## src/rtl/or1200_vlx_unpack_if.sv

```systemverilog
// Byte-read bus between the VLX bit unpacker and its memory.
// The unpacker is the master: it requests bytes and memory acks them.
interface or1200_vlx_unpack_if;
  logic        rd_req_o;
  logic [31:0] vlx_addr_o;
  logic [7:0]  dat_i;
  logic        ack_i;

  modport master (
    output rd_req_o,
    output vlx_addr_o,
    input  dat_i,
    input  ack_i
  );

  modport slave (
    input  rd_req_o,
    input  vlx_addr_o,
    output dat_i,
    output ack_i
  );
endinterface

```

## src/rtl/or1200_vlx_unpack.sv

```systemverilog
// VLX unpacker: fetches bytes into a 32-bit MSB-first buffer, serves n-bit reads.
// Define OR1200_VLX_UNPACK_STUFF_EN for FF00 destuffing and marker detection.
module or1200_vlx_unpack (
  input  logic                       clk_i,
  input  logic                       rst_i,
  input  logic                       spr_cs,
  input  logic                       spr_write,
  input  logic [1:0]                 spr_addr,
  input  logic [31:0]                spr_dat_i,
  output logic [31:0]                spr_dat_o,
  input  logic                       get_bit_op_i,
  input  logic [4:0]                 num_bits_to_read_i,
  output logic [15:0]                bits_o,
  output logic                       stall_cpu_o,
  or1200_vlx_unpack_if.master        mem
);

`ifdef OR1200_VLX_UNPACK_STUFF_EN
  typedef enum logic [1:0] {
    IDLE   = 2'd0,
    FETCH  = 2'd1,
    STUFF  = 2'd2,
    MARKER = 2'd3
  } state_e;
`else
  typedef enum logic [1:0] {
    IDLE  = 2'd0,
    FETCH = 2'd1
  } state_e;
`endif

  state_e      state_q, state_d;
  logic [31:0] buf_q, buf_d;
  logic [5:0]  cnt_q, cnt_d;
  logic [31:0] addr_q, addr_d;

  logic [4:0]  n;
  logic [5:0]  avail;
  logic [5:0]  rem;
  logic        lack;
  logic        mrk;
  logic [7:0]  code;
  logic        in_rd;
  logic        rd_req;
  logic        acc;
  logic        take;
  logic        restart;
  logic [4:0]  pad_w;
  logic [15:0] pad;
  logic [31:0] buf_sh;
  logic [31:0] ins;

`ifdef OR1200_VLX_UNPACK_STUFF_EN
  logic        mrk_q, mrk_d;
  logic [7:0]  code_q, code_d;

  // The FF held in STUFF is tentative until its follower byte arrives.
  assign in_rd = (state_q == FETCH) | (state_q == STUFF);
  assign avail = (state_q == STUFF) ? cnt_q - 6'd8 : cnt_q;
  assign mrk   = mrk_q;
  assign code  = code_q;
`else
  assign in_rd = state_q == FETCH;
  assign avail = cnt_q;
  assign mrk   = 1'b0;
  assign code  = 8'h00;
`endif

  assign n       = (num_bits_to_read_i > 5'd16) ? 5'd16
                                                : num_bits_to_read_i;
  assign restart = spr_cs & spr_write & (spr_addr == 2'b10);
  assign rd_req  = rst_i & in_rd;
  assign acc     = rd_req & mem.ack_i;
  assign lack    = {1'b0, n} > avail;

  assign stall_cpu_o = rst_i & get_bit_op_i & lack & ~mrk;
  assign take        = rst_i & get_bit_op_i & ~stall_cpu_o;

  // Past a marker the missing low bits read as ones.
  assign pad_w = n - avail[4:0];
  assign pad   = ~(16'hFFFF << pad_w);

  assign bits_o = !rst_i ? 16'h0 :
    (buf_q[31:16] >> (5'd16 - n)) |
    ((lack & mrk) ? pad : 16'h0);

  assign mem.rd_req_o   = rd_req;
  assign mem.vlx_addr_o = addr_q;

  assign spr_dat_o = !spr_cs    ? 32'h0  :
                     spr_addr[1] ? addr_q :
                     {15'h0, mrk, code, 2'b00, cnt_q};

  always_comb begin
    state_d = state_q;
    addr_d  = addr_q;
`ifdef OR1200_VLX_UNPACK_STUFF_EN
    mrk_d   = mrk_q;
    code_d  = code_q;
`endif
    buf_sh = buf_q;
    rem    = cnt_q;
    if (take) begin
      buf_sh = buf_q << n;
      rem    = lack ? 6'd0 : cnt_q - {1'b0, n};
    end
    ins   = {24'h0, mem.dat_i} << (6'd24 - rem);
    buf_d = buf_sh;
    cnt_d = rem;

    unique case (state_q)
      IDLE: begin
        if (cnt_q <= 6'd24 && !mrk)
          state_d = FETCH;
      end
      FETCH: begin
        if (acc) begin
          buf_d   = buf_sh | ins;
          cnt_d   = rem + 6'd8;
          addr_d  = addr_q + 32'd1;
          state_d = IDLE;
`ifdef OR1200_VLX_UNPACK_STUFF_EN
          if (mem.dat_i == 8'hFF)
            state_d = STUFF;
`endif
        end
      end
`ifdef OR1200_VLX_UNPACK_STUFF_EN
      STUFF: begin
        if (acc) begin
          addr_d = addr_q + 32'd1;
          if (mem.dat_i == 8'h00) begin
            state_d = IDLE;
          end else begin
            cnt_d   = rem - 6'd8;
            buf_d   = buf_sh & ~(32'hFFFF_FFFF >> (rem - 6'd8));
            mrk_d   = 1'b1;
            code_d  = mem.dat_i;
            state_d = MARKER;
          end
        end
      end
      MARKER: begin
        state_d = MARKER;
      end
`endif
      default: state_d = IDLE;
    endcase

    if (restart) begin
      state_d = IDLE;
      buf_d   = 32'h0;
      cnt_d   = 6'd0;
      addr_d  = spr_dat_i;
`ifdef OR1200_VLX_UNPACK_STUFF_EN
      mrk_d   = 1'b0;
      code_d  = 8'h00;
`endif
    end
  end

  always_ff @(posedge clk_i or negedge rst_i) begin
    if (!rst_i) begin
      state_q <= IDLE;
      buf_q   <= 32'h0;
      cnt_q   <= 6'd0;
      addr_q  <= 32'h0;
    end else begin
      state_q <= state_d;
      buf_q   <= buf_d;
      cnt_q   <= cnt_d;
      addr_q  <= addr_d;
    end
  end

`ifdef OR1200_VLX_UNPACK_STUFF_EN
  always_ff @(posedge clk_i or negedge rst_i) begin
    if (!rst_i) begin
      mrk_q  <= 1'b0;
      code_q <= 8'h00;
    end else begin
      mrk_q  <= mrk_d;
      code_q <= code_d;
    end
  end
`endif

endmodule
```

## src/flat_wrapper.sv

```systemverilog
// flat-port wrapper written by rule: the top's interface ports become plain ports
module or1200_vlx_unpack_flat 
  (clk_i, rst_i, spr_cs, spr_write, spr_addr, spr_dat_i, spr_dat_o, get_bit_op_i, num_bits_to_read_i, bits_o, stall_cpu_o, mem_rd_req_o, mem_vlx_addr_o, mem_dat_i, mem_ack_i);
  or1200_vlx_unpack_if mem_i ();
  input  logic clk_i;
  input  logic rst_i;
  input  logic spr_cs;
  input  logic spr_write;
  input  logic [1:0] spr_addr;
  input  logic [31:0] spr_dat_i;
  output logic [31:0] spr_dat_o;
  input  logic get_bit_op_i;
  input  logic [4:0] num_bits_to_read_i;
  output logic [15:0] bits_o;
  output logic stall_cpu_o;
  output wire logic [$bits(mem_i.rd_req_o)-1:0] mem_rd_req_o;
  output wire logic [$bits(mem_i.vlx_addr_o)-1:0] mem_vlx_addr_o;
  input wire logic [$bits(mem_i.dat_i)-1:0] mem_dat_i;
  input wire logic [$bits(mem_i.ack_i)-1:0] mem_ack_i;
  assign mem_rd_req_o = mem_i.rd_req_o;
  assign mem_vlx_addr_o = mem_i.vlx_addr_o;
  assign mem_i.dat_i = mem_dat_i;
  assign mem_i.ack_i = mem_ack_i;
  or1200_vlx_unpack u_core (.clk_i(clk_i), .rst_i(rst_i), .spr_cs(spr_cs), .spr_write(spr_write), .spr_addr(spr_addr), .spr_dat_i(spr_dat_i), .spr_dat_o(spr_dat_o), .get_bit_op_i(get_bit_op_i), .num_bits_to_read_i(num_bits_to_read_i), .bits_o(bits_o), .stall_cpu_o(stall_cpu_o), .mem(mem_i));
endmodule
```

## config.mk

```make
export PLATFORM = sky130hd
export DESIGN_NAME = or1200_vlx_unpack_flat
export DESIGN_NICKNAME = d
export VERILOG_FILES = /design/src/rtl/or1200_vlx_unpack_if.sv /design/src/rtl/or1200_vlx_unpack.sv /design/src/flat_wrapper.sv
export SDC_FILE = /design/constraint.sdc
export NUM_CORES = 1
export LEC_CHECK = 0
export BUFFER_PORTS_ARGS = -buffer_cell sky130_fd_sc_hd__buf_2
export CAP_MARGIN = 10
export CORE_ASPECT_RATIO = 0.75
export CORE_MARGIN = 2
export CORE_UTILIZATION = 30
export DETAILED_ROUTE_END_ITERATION = 10
export PLACE_DENSITY = 0.54
export SLEW_MARGIN = 10
export SYNTH_ARGS = -nofsm -noshare
export SYNTH_HDL_FRONTEND = slang
export SYNTH_SLANG_ARGS = --single-unit
export TNS_END_PERCENT = 10
```

## constraint.sdc

```tcl
create_clock -name clk_i -period 11.15 [get_ports clk_i]
set_input_delay 2.23 -clock clk_i [delete_from_list [all_inputs] [get_ports clk_i]]
set_output_delay 2.23 -clock clk_i [all_outputs]
set_load 0.02 [all_outputs]
```

==> impl_metrics.json, run 1 <==
{
  "ys_async_sr_fraction_pct": 100,
  "fin_cells": 1271,
  "hold_start": "u_core.state_q[0]",
  "timing.rr.start": "u_core.avail[0]",
  "routed_wl_mm": 24.2,
  "fin_setup_tns_ns": 0,
  "synth_xor_area_share_pct": 5.13,
  "leakage_nw": 3.60,
  "yosysMostFrequentCell": "nand2_1",
  "antenna_found_initial": 0,
  "ys_seq_area_share_pct": 24.6,
  "floorplan.initialDensity_pct": 30.3,
  "ir_drop_mv": 0.131,
  "final_cell_area_mm2": 0.00838,
  "synth_top_family_by_area": "simple AND/OR/NAND/NOR gates",
  "clk_pin_slew_ns": 0.06,
  "status": "completed",
  "worstSetupPathType": "input port to output port",
  "grt_overflow": 0,
  "clock_latency_ns": 0.34,
  "hold_class": "flop to flop",
  "clockBufferDepth": 2,
  "gp_congestion": 0.916,
  "ioPinCount": 135,
  "synth_compound_area_share_pct": 20.7,
  "clock-root-buffer": "clkbuf_16",
  "slew_headroom_pct": 28.1,
  "synth.area.mux_share_pct": 19.1,
  "cts_sinks": 71,
  "yosysWarnings": 0,
  "yosysTopAreaCell": "dfrtp_1",
  "max_cap_viol_count": 0,
  "yosys-top-cells-count": "nand2_1 (116), nor2_1 (76), dfrtp_1 (71), o21ai_0 (62), mux2i_1 (60)",
  "viasPerCell": 5.69,
  "portBuffers": 134,
  "clock_skew_ns": 0.0119,
  "dpl.hpwl_mm": 17.7,
  "grtUsageTotal_pct": 18.7,
  "rows": 49,
  "power_density_mw_per_mm2": 262,
  "setup-violations-final": 0,
  "synth_edf_count": 0,
  "wire_per_inst_um": 19.0,
  "die-area_mm2": 0.0253,
  "cts_tree": "built",
  "cp.arrival_ns": 5.61,
  "startpoint_type": "input port",
  "core-area_mm2": 0.0238,
  "syn2layout_area_growth_pct": 16.1,
  "grt_max_degree": 93,
  "syn-cell-area_mm2": 0.00722,
  "worstSetupStartpoint": "num_bits_to_read_i[4]",
  "avgSynthCellArea_um2": 8.27,
  "die_y_um": 138,
  "cp-end-kind": "output port",
  "synth_top_area_share_pct": 24.6,
  "layout-drive-gt1-share_pct": 23.2,
  "synth_nets": 937,
  "fmax_mhz": 127,
  "worst_pin_slew_ns": 1.08,
  "netlist-cell-type-count": 82,
  "dp_cells": 1255,
  "grt_first_pass_wirelength_mm": 37.6,
  "final_antenna_net_count": 0,
  "drt_iter0_drc": 795,
  "fill_cells": 2500,
  "h-tree-depth": 3,
  "final_max_slew_viol_count": 0,
  "cts_buffers": 9,
  "synth_fa_ha_area_share_pct": 2.01,
  "drc": 0,
  "die_w_um": 183,
  "final.period_utilization_pct": 70.4,
  "hold_viol": 0,
  "post_synth_main_area_contributors": "dfrtp_1 (25%), mux4_2 (9.4%), mux2i_1 (8.3%)",
  "antenna_cells": 0,
  "rsz0062_at_grt": "false",
  "yosys.area_share.simple_pct": 23.5,
  "worst-path-max-fanout": 35,
  "period_needed_ns": 7.84,
  "dr.pass1.iters": 7,
  "ys_ff_latch": 71,
  "grt_pass1_vias": 6532,
  "dpl_cell_area_mm2": 0.00805,
  "cts-hold-fix-buffers": 0,
  "r2r_slack_ns": 5.62,
  "worstPathRequired_ns": 8.92,
  "netlist_instances": 873,
  "vias": 7226,
  "fin_nets": 1024,
  "cts_resized": 0,
  "synth_ff_type": "dfrtp_1",
  "postCtsSetupBuffers": 0
}
==> metrics by stage <==
step	total power [mW]	hold WS (ns)	util, %	worst slack [ns]
floorplan	1.46	0.526	-	3.70
global placement	1.84	0.554	33.8	3.31
detailed placement	1.83	0.561	33.8	3.19
CTS	2.17	0.574	35.2	3.28
global route	2.35	0.595	35.2	2.89
finish	2.20	0.578	35.2	3.31
==> critical path: stages <==
cell,delay (ns)
buf_2,0.31
nor2b_4,0.17
buf_4,0.49
inv_2,0.39
ha_1,0.38
xor2_2,0.87
mux2i_1,0.27
nor2_1,0.06
a31oi_1,0.17
nor2_1,0.06
buf_2,0.19
==> final cells by class <==
| class | count | area (µm²) | area share (%) |
|---|---|---|---|
| Timing Repair Buffer | 141 | 726 | 8.66 |
| Clock inverter | 6 | 90.1 | 1.08 |
| Clock buffer | 10 | 239 | 2.85 |
| Multi-Input combinational cell | 723 | 5110 | 61.0 |
| Tap cell | 306 | 383 | 4.57 |
| Inverter | 14 | 52.6 | 0.627 |
| Sequential cell | 71 | 1780 | 21.2 |
==> cells in the final DEF, fill, tap and decap left out, types with 24 or more instances in the layout <==
cell type,n
a211oi_1,27
a21oi_1,37
and3_1,38
buf_2,133
dfrtp_1,71
mux2i_1,60
mux4_2,30
nand2_1,116
nand3_1,26
nor2_1,76
o21ai_0,62
o22ai_1,24
==> kinds of logic (layout without fill, tap and decap cells) <==
family,Yosys count,in the layout
fa+ha+maj,11,11
mux,98,98
compound gates,227,227
xor+xnor,39,39
simple gates,348,348
flops,71,71
buf+inv,79,171
==> sequential cells by signal, summed over array words and instances (netlist names) <==
register and flops:
u_core.avail 6, u_core.buf_q 32, u_core.mem.vlx_addr_o 32, u_core.state_q 1
==> layer usage <==
metal / global-route usage, % / part of all wire (%)
met1: 29.1 / 48
met2: 26.1 / 42
met3: 4.69 / 9.6
met4: 2.86 / 0.67
met5: 0 / 0
==> final timing paths <==
path | end | cells past startpoint
worst max register to register | u_core.buf_q[8] | 16
worst max-delay path | bits_o[5] | 11
worst min register to register | u_core.state_q[0] | 2
worst min-delay path | u_core.state_q[0] | 2
max in group asynchronous | u_core.buf_q[6] | 2
min in group asynchronous | u_core.mem.vlx_addr_o[2] | 1
==> power breakdown <==
group | switching, mW | internal, mW | total [mW]
Sequential | 0.168 | 0.343 | 0.510
Clock | 0.124 | 0.203 | 0.327
Combinational | 0.818 | 0.541 | 1.36
Total | 1.11 | 1.09 | 2.20
Power figures use the tool's default switching activity.
==> run 2: changes to the inputs <==
Clock period 11.15 ns to 8.15 ns, I/O delays scaled along.
==> run 2 against run 1 <==
Critical path depth grew 7. Largest cell class unchanged. Via count is the same. Count of clock-buffer cells in the layout fell by 1. Power up 37%. Register-to-register slack lost 2.5 ns. Global-route usage increased by 0.88 points. Utilization hardly changed. Highest routed layer unchanged. Routed wire length rose by 1.8%. Clock power rose by 26%.
==> impl_metrics.json, run 2 (synthesized netlist as in run 1, its figures left out) <==
{
  "clockPowerShare_pct": 13.7,
  "worst-path-max-fanout": 35,
  "final.period_utilization_pct": 81.0,
  "grtUsageTotal_pct": 19.6,
  "final_antenna_net_count": 0,
  "final_cell_mix": "buf_2 (133), nand2_1 (116), nor2_1 (76)",
  "wire_per_inst_um": 19.3,
  "clk_pin_slew_ns": 0.06,
  "fmax_mhz": 152,
  "portBuffers": 134,
  "grt_max_degree": 80,
  "cp.arrival_ns": 6.86,
  "floorplan.initialDensity_pct": 30.3,
  "leakage_nw": 3.61,
  "die_y_um": 138,
  "cts_resized": 0,
  "rows": 49,
  "clock_latency_ns": 0.34,
  "postCtsSetupBuffers": 0,
  "seq_power_share_pct": 23.5,
  "dr.pass1.iters": 5,
  "clock-root-buffer": "clkbuf_16",
  "fill_cells": 2469,
  "crit_buf_inv": 3,
  "worstSetupPathType": "input port to flop",
  "die-area_mm2": 0.0253,
  "fin_setup_tns_ns": 0,
  "fin_nets": 1028,
  "max_stage_delay_ns": 0.57,
  "max_cap_viol_count": 0,
  "drt_iter0_drc": 644,
  "power.total_mw": 3.00,
  "intPower_mw": 1.46,
  "ir_drop_mv": 0.140,
  "core-area_mm2": 0.0238,
  "layout-drive-gt1-share_pct": 23.5,
  "cp-end-kind": "flop",
  "syn2layout_area_growth_pct": 16.2,
  "p_switching_mw": 1.54,
  "vias": 7226,
  "cts_sinks": 71,
  "clockBufferDepth": 2,
  "routed_wl_mm": 24.6,
  "hold_viol": 0,
  "period_needed_ns": 6.60,
  "crit_family": "simple AND/OR/NAND/NOR gates",
  "status": "completed",
  "die_w_um": 183,
  "h-tree-depth": 3,
  "slowest_stage": "fa_1",
  "drc": 0,
  "hold_class": "flop to flop",
  "rsz0062_at_grt": "false",
  "grt_first_pass_wirelength_mm": 39.5,
  "p_sw_share_pct": 51.4,
  "cpMostUsedCell": "nand2b_1",
  "startpoint_type": "input port",
  "dpl.hpwl_mm": 18.2,
  "power_density_mw_per_mm2": 358,
  "worst_pin_slew_ns": 1.12,
  "antenna_found_initial": 0,
  "final_max_slew_viol_count": 0,
  "clock_skew_ns": 0.00859,
  "antenna_cells": 0,
  "setup-violations-final": 0,
  "viasPerCell": 5.67,
  "gp_congestion": 0.960,
  "crit_chain": "buf_2 -> nand2b_1 -> inv_2 -> fa_1 -> nor2b_4 -> o2111ai_2 -> a21boi_1 -> nor2_4 -> inv_1 -> ha_1 -> nand2b_1 -> nor2_1 -> o22ai_1 -> o311ai_0 -> nor4_1 -> a21oi_1 -> nand2b_1 -> a21oi_1",
  "ioPinCount": 135,
  "layout.cells.most_common": "buf_2",
  "cts_tree": "built",
  "worstPathRequired_ns": 8.41,
  "cts_buffers": 9,
  "pwr-share-comb_pct": 62.8,
  "cts-hold-fix-buffers": 0,
  "grt_pass1_vias": 6738,
  "slew_headroom_pct": 25.5,
  "grt_overflow": 0
}
==> run 2: worst paths after layout <==
kind                            cells past startpoint  slack, ns                        end                   from
max in group asynchronous                           2       5.92  u_core.mem.vlx_addr_o[23]                  rst_i
worst min-delay path                                2       0.58          u_core.state_q[0]      u_core.state_q[0]
min in group asynchronous                           1       1.21           u_core.buf_q[19]                  rst_i
worst min register to register                      2       0.58          u_core.state_q[0]      u_core.state_q[0]
worst max register to register                     17       3.10           u_core.buf_q[11]        u_core.avail[0]
worst max-delay path                               18       1.55           u_core.buf_q[11]  num_bits_to_read_i[4]
==> run 2: metal layers <==
| layer | up-vias | track usage (%) | part of all wire (%) |
|---|---|---|---|
| li1 | 3412 | - | - |
| met1 | 3472 | 29.7 | 48 |
| met2 | 319 | 28.3 | 43 |
| met3 | 23 | 4.66 | 8.3 |
| met4 | 0 | 3.33 | 1.2 |
| met5 | - | 0 | 0 |
==> run 2: through the flow <==
stage / setup slack, ns / hold slack, ns / cell area [µm²] / instances / utilization (%)
after floorplan: 1.90 / 0.526 / 7220 / 873 / -
after global placement: 1.37 / 0.551 / 8080 / 1259 / 34.0
after detailed placement: 1.29 / 0.558 / 8080 / 1259 / 34.0
after CTS: 1.56 / 0.570 / 8380 / 1275 / 35.2
after global routing: 1.04 / 0.631 / 8380 / 1275 / 35.2
final: 1.55 / 0.575 / 8380 / 1275 / 35.2
==> run 2: worst reg2reg max path, cell delays in order (launching register included) <==
cell and delay [ns]:
dfrtp_1 0.66, inv_1 0.19, ha_1 0.29, fa_1 0.45
nor2b_4 0.18, o2111ai_2 0.34, a21boi_1 0.39, nor2_4 0.10
inv_1 0.12, ha_1 0.53, nand2b_1 0.25, nor2_1 0.05
o22ai_1 0.14, o311ai_0 0.24, nor4_1 0.50, a21oi_1 0.18
nand2b_1 0.20, a21oi_1 0.16
==> run 2: area by class of cell <==
type	instances	area [µm²]	area share [%]
inverter	14	52.6	0.627
clock buffer	9	225	2.69
tap	306	383	4.57
timing repair buffer	145	756	9.01
multi-input combinational	723	5110	61.0
clock inverter	7	80.1	0.955
sequential	71	1780	21.2
==> run 2: power by group through the flow <==
stage	Combinational (mW)	Sequential [mW]	Clock, mW
after floorplan	1.36	0.643	0
after global placement	1.84	0.697	0
after detailed placement	1.84	0.696	0
after CTS	1.85	0.690	0.422
after global routing	2.06	0.719	0.439
final	1.88	0.705	0.413
